## src/rtl/ps2_host_tx.sv

```systemverilog
// rtl/ps2_host_tx.sv - PS/2 host-to-device transmitter: inhibit, request-to-send, shift one byte, check ACK.
module ps2_host_tx #(
  parameter int INHIBIT_CYCLES = 10000,
  parameter int FILTER_LEN     = 8,
  parameter int TIMEOUT_CYCLES = 1500000
) (
  input  logic       CLK,
  input  logic       RST,
  input  logic [7:0] DATA_TX,
  input  logic       WR_TX,
  input  logic       ps2c_in,
  input  logic       ps2d_in,
  output logic       ps2c_oe,
  output logic       ps2d_oe,
  output logic       BUSY,
  output logic       DONE_TX,
  output logic       ERR_TX,
  output logic       RX_HOLD
);
  localparam int IW = $clog2(INHIBIT_CYCLES);
  localparam int FW = $clog2(FILTER_LEN);
  localparam int TW = $clog2(TIMEOUT_CYCLES);
  localparam logic [IW-1:0] I_MAX = IW'(INHIBIT_CYCLES - 1);
  localparam logic [FW-1:0] F_MAX = FW'(FILTER_LEN - 1);
  localparam logic [TW-1:0] T_MAX = TW'(TIMEOUT_CYCLES - 1);

  typedef enum logic [2:0] {
    S_IDLE, S_INHIBIT, S_REQ, S_SHIFT, S_ACK, S_WAIT_IDLE, S_ERR
  } state_e;

  logic          r_c_s1, r_c_s2, r_d_s1, r_d_s2;
  logic          r_c_f, r_d_f, r_fall;
  logic [FW-1:0] r_c_cnt, r_d_cnt;

  // Idle bus is high, so synchronizers and filters come out of reset at 1.
  always_ff @(posedge CLK or posedge RST) begin
    if (RST) begin
      r_c_s1  <= 1'b1;
      r_c_s2  <= 1'b1;
      r_d_s1  <= 1'b1;
      r_d_s2  <= 1'b1;
      r_c_f   <= 1'b1;
      r_d_f   <= 1'b1;
      r_fall  <= 1'b0;
      r_c_cnt <= '0;
      r_d_cnt <= '0;
    end else begin
      r_c_s1 <= ps2c_in;
      r_c_s2 <= r_c_s1;
      r_d_s1 <= ps2d_in;
      r_d_s2 <= r_d_s1;
      r_fall <= 1'b0;
      if (r_c_s2 == r_c_f) begin
        r_c_cnt <= '0;
      end else if (r_c_cnt == F_MAX) begin
        r_c_cnt <= '0;
        r_c_f   <= r_c_s2;
        r_fall  <= r_c_f;
      end else begin
        r_c_cnt <= r_c_cnt + 1'b1;
      end
      if (r_d_s2 == r_d_f) begin
        r_d_cnt <= '0;
      end else if (r_d_cnt == F_MAX) begin
        r_d_cnt <= '0;
        r_d_f   <= r_d_s2;
      end else begin
        r_d_cnt <= r_d_cnt + 1'b1;
      end
    end
  end

  state_e        r_state, w_state_n;
  logic [8:0]    r_shift;
  logic          r_dbit;
  logic [3:0]    r_bitcnt;
  logic [IW-1:0] r_icnt;
  logic [TW-1:0] r_tcnt;
  logic          r_done, r_err;
  logic          w_timeout, w_active;

  assign w_timeout = (r_tcnt == T_MAX);
  assign w_active  = (r_state == S_REQ) || (r_state == S_SHIFT) ||
                     (r_state == S_ACK) || (r_state == S_WAIT_IDLE);

  always_comb begin
    w_state_n = r_state;
    ps2c_oe   = 1'b0;
    ps2d_oe   = 1'b0;
    case (r_state)
      S_IDLE:      if (WR_TX) w_state_n = S_INHIBIT;
      S_INHIBIT: begin
        ps2c_oe = 1'b1;
        if (r_icnt == I_MAX) w_state_n = S_REQ;
      end
      S_REQ: begin
        ps2d_oe = 1'b1;
        if (r_fall)         w_state_n = S_SHIFT;
        else if (w_timeout) w_state_n = S_ERR;
      end
      S_SHIFT: begin
        ps2d_oe = ~r_dbit;
        if (r_fall && (r_bitcnt == 4'd9)) w_state_n = S_ACK;
        else if (!r_fall && w_timeout)    w_state_n = S_ERR;
      end
      S_ACK: begin
        if (r_fall)         w_state_n = r_d_f ? S_ERR : S_WAIT_IDLE;
        else if (w_timeout) w_state_n = S_ERR;
      end
      S_WAIT_IDLE: begin
        if (r_c_f && r_d_f) w_state_n = S_IDLE;
        else if (w_timeout) w_state_n = S_ERR;
      end
      S_ERR:       w_state_n = S_IDLE;
      default:     w_state_n = S_IDLE;
    endcase
  end

  always_ff @(posedge CLK or posedge RST) begin
    if (RST) begin
      r_state  <= S_IDLE;
      r_shift  <= '0;
      r_dbit   <= 1'b0;
      r_bitcnt <= '0;
      r_icnt   <= '0;
      r_tcnt   <= '0;
      r_done   <= 1'b0;
      r_err    <= 1'b0;
    end else begin
      r_state <= w_state_n;
      r_done  <= (r_state == S_WAIT_IDLE) && (w_state_n == S_IDLE);
      r_err   <= (r_state == S_ERR);
      if ((r_state == S_IDLE) && WR_TX) begin
        r_shift  <= {~^DATA_TX, DATA_TX};
        r_bitcnt <= '0;
      end
      if ((r_state == S_INHIBIT) && (r_icnt != I_MAX)) r_icnt <= r_icnt + 1'b1;
      else                                            r_icnt <= '0;
      // Counter is zero outside the watched states, which also clears it on entry to REQ.
      if (!w_active || r_fall) r_tcnt <= '0;
      else if (!w_timeout)     r_tcnt <= r_tcnt + 1'b1;
      if (((r_state == S_REQ) || (r_state == S_SHIFT)) && r_fall) begin
        r_dbit   <= r_shift[0];
        r_shift  <= {1'b1, r_shift[8:1]};
        r_bitcnt <= r_bitcnt + 1'b1;
      end
    end
  end

  assign BUSY    = (r_state != S_IDLE);
  assign RX_HOLD = BUSY;
  assign DONE_TX = r_done;
  assign ERR_TX  = r_err;
endmodule
```

## config.mk

```make
export PLATFORM = sky130hd
export DESIGN_NAME = ps2_host_tx
export DESIGN_NICKNAME = d
export VERILOG_FILES = /design/src/rtl/ps2_host_tx.sv
export SDC_FILE = /design/constraint.sdc
export NUM_CORES = 1
export LEC_CHECK = 0
export BUFFER_PORTS_ARGS = -buffer_cell sky130_fd_sc_hd__buf_2
export CORE_ASPECT_RATIO = 1.1
export CORE_MARGIN = 2
export CORE_UTILIZATION = 50
export CTS_CLUSTER_DIAMETER = 80
export DETAILED_ROUTE_END_ITERATION = 6
export GPL_TIMING_DRIVEN = 0
export PLACE_DENSITY = 0.67
export SYNTH_ARGS = -nofsm -noshare
export SYNTH_HDL_FRONTEND = slang
export SYNTH_SLANG_ARGS = --single-unit
```

## constraint.sdc

```tcl
create_clock -name CLK -period 2.15 [get_ports CLK]
set_input_delay 0.3225 -clock CLK [delete_from_list [all_inputs] [get_ports CLK]]
set_output_delay 0.3225 -clock CLK [all_outputs]
set_load 0.05 [all_outputs]
```

Yosys cells after proc, flatten, opt, wreduce, memory -nomap -nowiden:

Index checks and enable logic that the tools add are counted.

* add/sub/neg operators: 5
* equality and inequality tests: 15
* reduce and logical (&&, ||, !) cells: 20
* muxes and demuxes: 25
* bitwise gates (word level): 3

Operator list (number)
* two-way mux 21 bit: 2
* two-way mux 3 bit: 12
* adder 21 x 1 -> 21 bit, second input constant: 1
* equality test 21 bit, second input constant: 1
* two-way mux 9 bit: 2
* case mux 3 bit (6 select lines): 1
* equality test 3 bit, second input constant: 5
* adder 14 x 1 -> 14 bit, second input constant: 1
* equality test 14 bit, second input constant: 1
* two-way mux 14 bit: 1
* != test 14 bit, second input constant: 1
* two-way mux 4 bit: 2
* XNOR reduction 8 bit: 1
* logical AND 1 bit: 7
* adder 3 x 1 -> 3 bit, second input constant: 2
* equality test 3 x 2 -> 1 bit, second input constant: 2
* logical NOT 3 bit: 2
* adder 4 x 1 -> 4 bit, second input constant: 1
* equality test 4 bit, second input constant: 1
* logical OR 1 bit: 4
* AND reduction 2 bit: 2
* equality test 3 x 1 -> 1 bit, second input constant: 1
* two-way mux 1 bit: 3
* NOT 1 bit: 3
* other kinds (7): 9

* output and inout bits: 6
* bits of input ports: 13
* logic and storage cells: 85
* register bits: 67

Logic depth before layout (Yosys ltp):

* depth in word-level cells: 7
* mapped depth: 7
* depth with buffers taken out: 7

Worst setup path after synthesis:

OpenSTA, ideal clock, no wires.

* path type: flip-flop to output port
* from: reg r_state[1]
* to: out ps2d_oe
* arrival time: 1.699 ns
* setup slack: 0.129 ns
* cell stages (with the launch flop): 5
* path through: dfrtp_1 > clkbuf_1 > nor2b_1 > nand2_1 > a21oi_1

* word-level cells in the longest chain between the ends: 2
* elaborated cells between the ends (all ways): 3

RTL lines
* start, declared: line 73 `state_e r_state, w_state_n;`
* start signal, assigned: line 130 `r_state <= w_state_n;`
* equality test 3 x 2 -> 1 bit: line 90 `case (r_state)`
* case mux 1 bit (2 select lines) (*): line 90
* end, declared: line 14 `output logic ps2d_oe,`

Mark *: on every way between the ends. The rest lies on a longest branch, timed or not.

Final worst setup path:

* from: reg r_state[2]
* to: out ps2d_oe

Same word-level chain as after synthesis.

==> impl_metrics.env <==
export IMPL_synthCells=338
export IMPL_yosysWarnings=0
export IMPL_grt_usage_pct=19.23
export IMPL_htree_num_levels=3
export IMPL_drt_first_pass_iters=4
export IMPL_dieArea_mm2=0.007370
export IMPL_hpwl_um=4281
export IMPL_total_power_mw=2.674
export IMPL_setup_viol=0
export IMPL_wl_per_cell_um=13.60
export IMPL_worst_hold_slack_ns=0.07452
export IMPL_die_w_um=82.04
export IMPL_required_ns=1.83
export IMPL_antenna_cells=0
export IMPL_start_util_pct=51.10
export IMPL_dieHeight_um=89.84
export IMPL_min_period_over_period_pct=94.84
export IMPL_fin_skew_ns=0.009501
export IMPL_yosysSeqAreaShare_pct=50.28
export IMPL_wl_met3_um=142
export IMPL_area_growth_syn_to_layout_pct=12.93
export IMPL_worst_pin_slew_ns=0.6855
export IMPL_gp_routability_congestion=0.8098
export IMPL_placement_io_buffers=18
export IMPL_layout_commonest_cell="dfrtp_1"
export IMPL_netlist_area_mm2=0.003349
export IMPL_io_pins=19
export IMPL_fmax_mhz=490.4
export IMPL_critPathMaxFanout=6
export IMPL_whs_endpoint="r_c_s1"
export IMPL_finalHoldViolCount=0
export IMPL_grt_pass1_wl_um=11080
export IMPL_path_clk_slew_ns=0.07
export IMPL_cts_setup_buffers=0
export IMPL_hp_class="input pin to flop"
export IMPL_syn_avg_cell_area_um2=9.910
export IMPL_rsz0062_at_grt="false"
export IMPL_reg2regPathDepth=6
export IMPL_ys_seq_elements=67
export IMPL_worstReg2RegEnd="r_tcnt[14]"
export IMPL_final_nets=391
export IMPL_fin_ws_ns=0.1108
export IMPL_core_area_mm2=0.006555
export IMPL_wl_um=6186
export IMPL_synth_edf_count=0
export IMPL_antenna_left=0
export IMPL_critPathLaunchType="flop"
export IMPL_worstSkewPairLatency_ns=0.34
export IMPL_most_common_layout_cells="dfrtp_1 (61), nor2_1 (50), nand2_1 (31)"
export IMPL_min_path_cells=1
export IMPL_vias_per_cell=5.363
export IMPL_cts_tree="yes"
export IMPL_vias=2440
export IMPL_regToRegSetupSlack_ns=0.29
export IMPL_holdCritStartpoint="ps2c_in"
export IMPL_power_density_mw_per_mm2=706.9
export IMPL_ir_drop_mv=0.3958
export IMPL_drt_iter0_markers=104
export IMPL_arrival_ns=1.72
export IMPL_overflow=0
export IMPL_synthArstFlopShare_pct=100.0
export IMPL_maxCapViolations=0
export IMPL_remaining_drc_errors=0
export IMPL_critical_path_class="flop to output port"
export IMPL_numCtsBuffers=9
export IMPL_syn_nets=361
export IMPL_cts_root_buf="clkbuf_8"
export IMPL_dp_worst_setup_slack_ns=0.2219
export IMPL_regToRegStartpoint="r_tcnt[0]"
export IMPL_fin_crit_ns=2.039
export IMPL_endpoint_kind="output port"
export IMPL_slew_headroom_pct=54.23
export IMPL_wl_met2_um=2987
export IMPL_cts_buffer_depth=2
export IMPL_dr_max_layer_used="met4"
export IMPL_synth_distinct_cells=46
export IMPL_synth_main_ff_cell="dfrtp_1"
export IMPL_met1Wirelength_um=2925
export IMPL_antenna_found_initial=0
export IMPL_cts_sinks=67
export IMPL_drv_slew=0
export IMPL_fin_util_pct=57.70
export IMPL_status="completed"
export IMPL_row_count=31
export IMPL_final_layout_size_suffix_gt1_share_pct=15.55
export IMPL_grt_max_degree=36
export IMPL_power_leakage_nw=1.551
export IMPL_first_global_vias=2410
## per-layer routing
metal / up-vias / global-route usage (%)
li1: 1219 / -
met1: 1187 / 25.97
met2: 24 / 29.74
met3: 10 / 3.614
met4: 0 / 8.750
met5: - / 0
## kinds of logic after synthesis
family	share of synthesized area, %
simple gates	22.67
flops	50.28
compound gates	7.135
xor+xnor	9.937
buf+inv	2.540
mux	3.698
fa+ha+maj	3.736
## registers in the layout, indices dropped and copies added, names as in the netlist
register  count
r_state       3
r_dbit        1
r_shift       9
r_d_cnt       3
ERR_TX        1
r_d_s1        1
r_bitcnt      4
r_c_s2        1
r_icnt       14
r_d_s2        1
r_c_s1        1
r_fall        1
r_d_f         1
r_c_f         1
r_c_cnt       3
r_tcnt       21
DONE_TX       1
## Yosys cell counts (2+ instances only)
cell	n	area (um^2)
nor4b_1	2	17.52
a31oi_1	2	12.51
nor3_1	6	30.03
nand2_1	31	116.4
dfstp_2	6	157.7
nand3_1	15	75.07
clkbuf_1	9	33.78
mux2_2	3	33.78
inv_1	9	33.78
nand4_1	7	43.79
xor2_1	15	131.4
mux2i_1	9	90.09
nor2b_1	3	18.77
nor2_1	50	187.7
nor3b_1	2	15.01
nor4_2	2	25.02
and3_1	5	31.28
a21oi_1	19	95.09
or4_4	2	22.52
dfrtp_1	61	1526
and4_1	2	17.52
xnor2_1	23	201.4
ha_1	10	125.1
or3_1	3	18.77
and2_1	5	31.28
nand2b_1	3	18.77
buf_2	2	10.01
o21ai_0	14	70.07
## worst max-delay path by stage
stage | to | from | cells past startpoint | slack, ns
3_5_place_dp | ps2d_oe | r_state[1] | 5 | 0.22
5_1_grt | ps2d_oe | r_state[2] | 5 | 0.01
6_report | ps2d_oe | r_state[2] | 5 | 0.11
3_3_place_gp | r_d_cnt[0] | RST | 2 | -0.66
2_1_floorplan | ps2d_oe | r_state[1] | 4 | 0.13
4_1_cts | ps2d_oe | r_state[1] | 5 | 0.02
## worst max-delay path: stages (launching register included)
cell and delay, ns:
dfrtp_1 0.47, inv_1 0.18, ha_1 0.23, nand2_1 0.06, a21oi_1 0.16, clkbuf_4 0.26
## timing repair
| action | CTS | global route |
|---|---|---|
| setup endpoints to repair | 1 | 1 |
| gates resized for setup | 2 | 2 |
| hold buffers | 0 | 0 |
## stage by stage
| step | cells | TNS, ns | instance area, um^2 |
|---|---|---|---|
| after floorplan | 338 | 0 | 3349 |
| after global placement | 438 | -40.05 | 3542 |
| after detailed placement | 439 | 0 | 3562 |
| after CTS | 455 | 0 | 3775 |
| after global routing | 455 | 0 | 3782 |
| final | 455 | 0 | 3782 |
## where the power goes
| group | leakage [nW] | switching (mW) | internal (mW) |
|---|---|---|---|
| combinational | 0.626 | 0.0767 | 0.0885 |
| clock | 0.103 | 0.471 | 0.650 |
| sequential | 0.823 | 0.0494 | 1.34 |
| total | 1.55 | 0.597 | 2.08 |
## cell type report
type                       instances  area (um^2)
fill                             602         2773
timing repair buffer              19        112.6
tap                               82        102.6
multi-input combinational        250         1588
inverter                           9        33.78
clock buffer                      11        131.4
clock inverter                     5        77.57
buffer                            12        52.55
sequential                        67         1684
(Power assumes the default switching activity.)
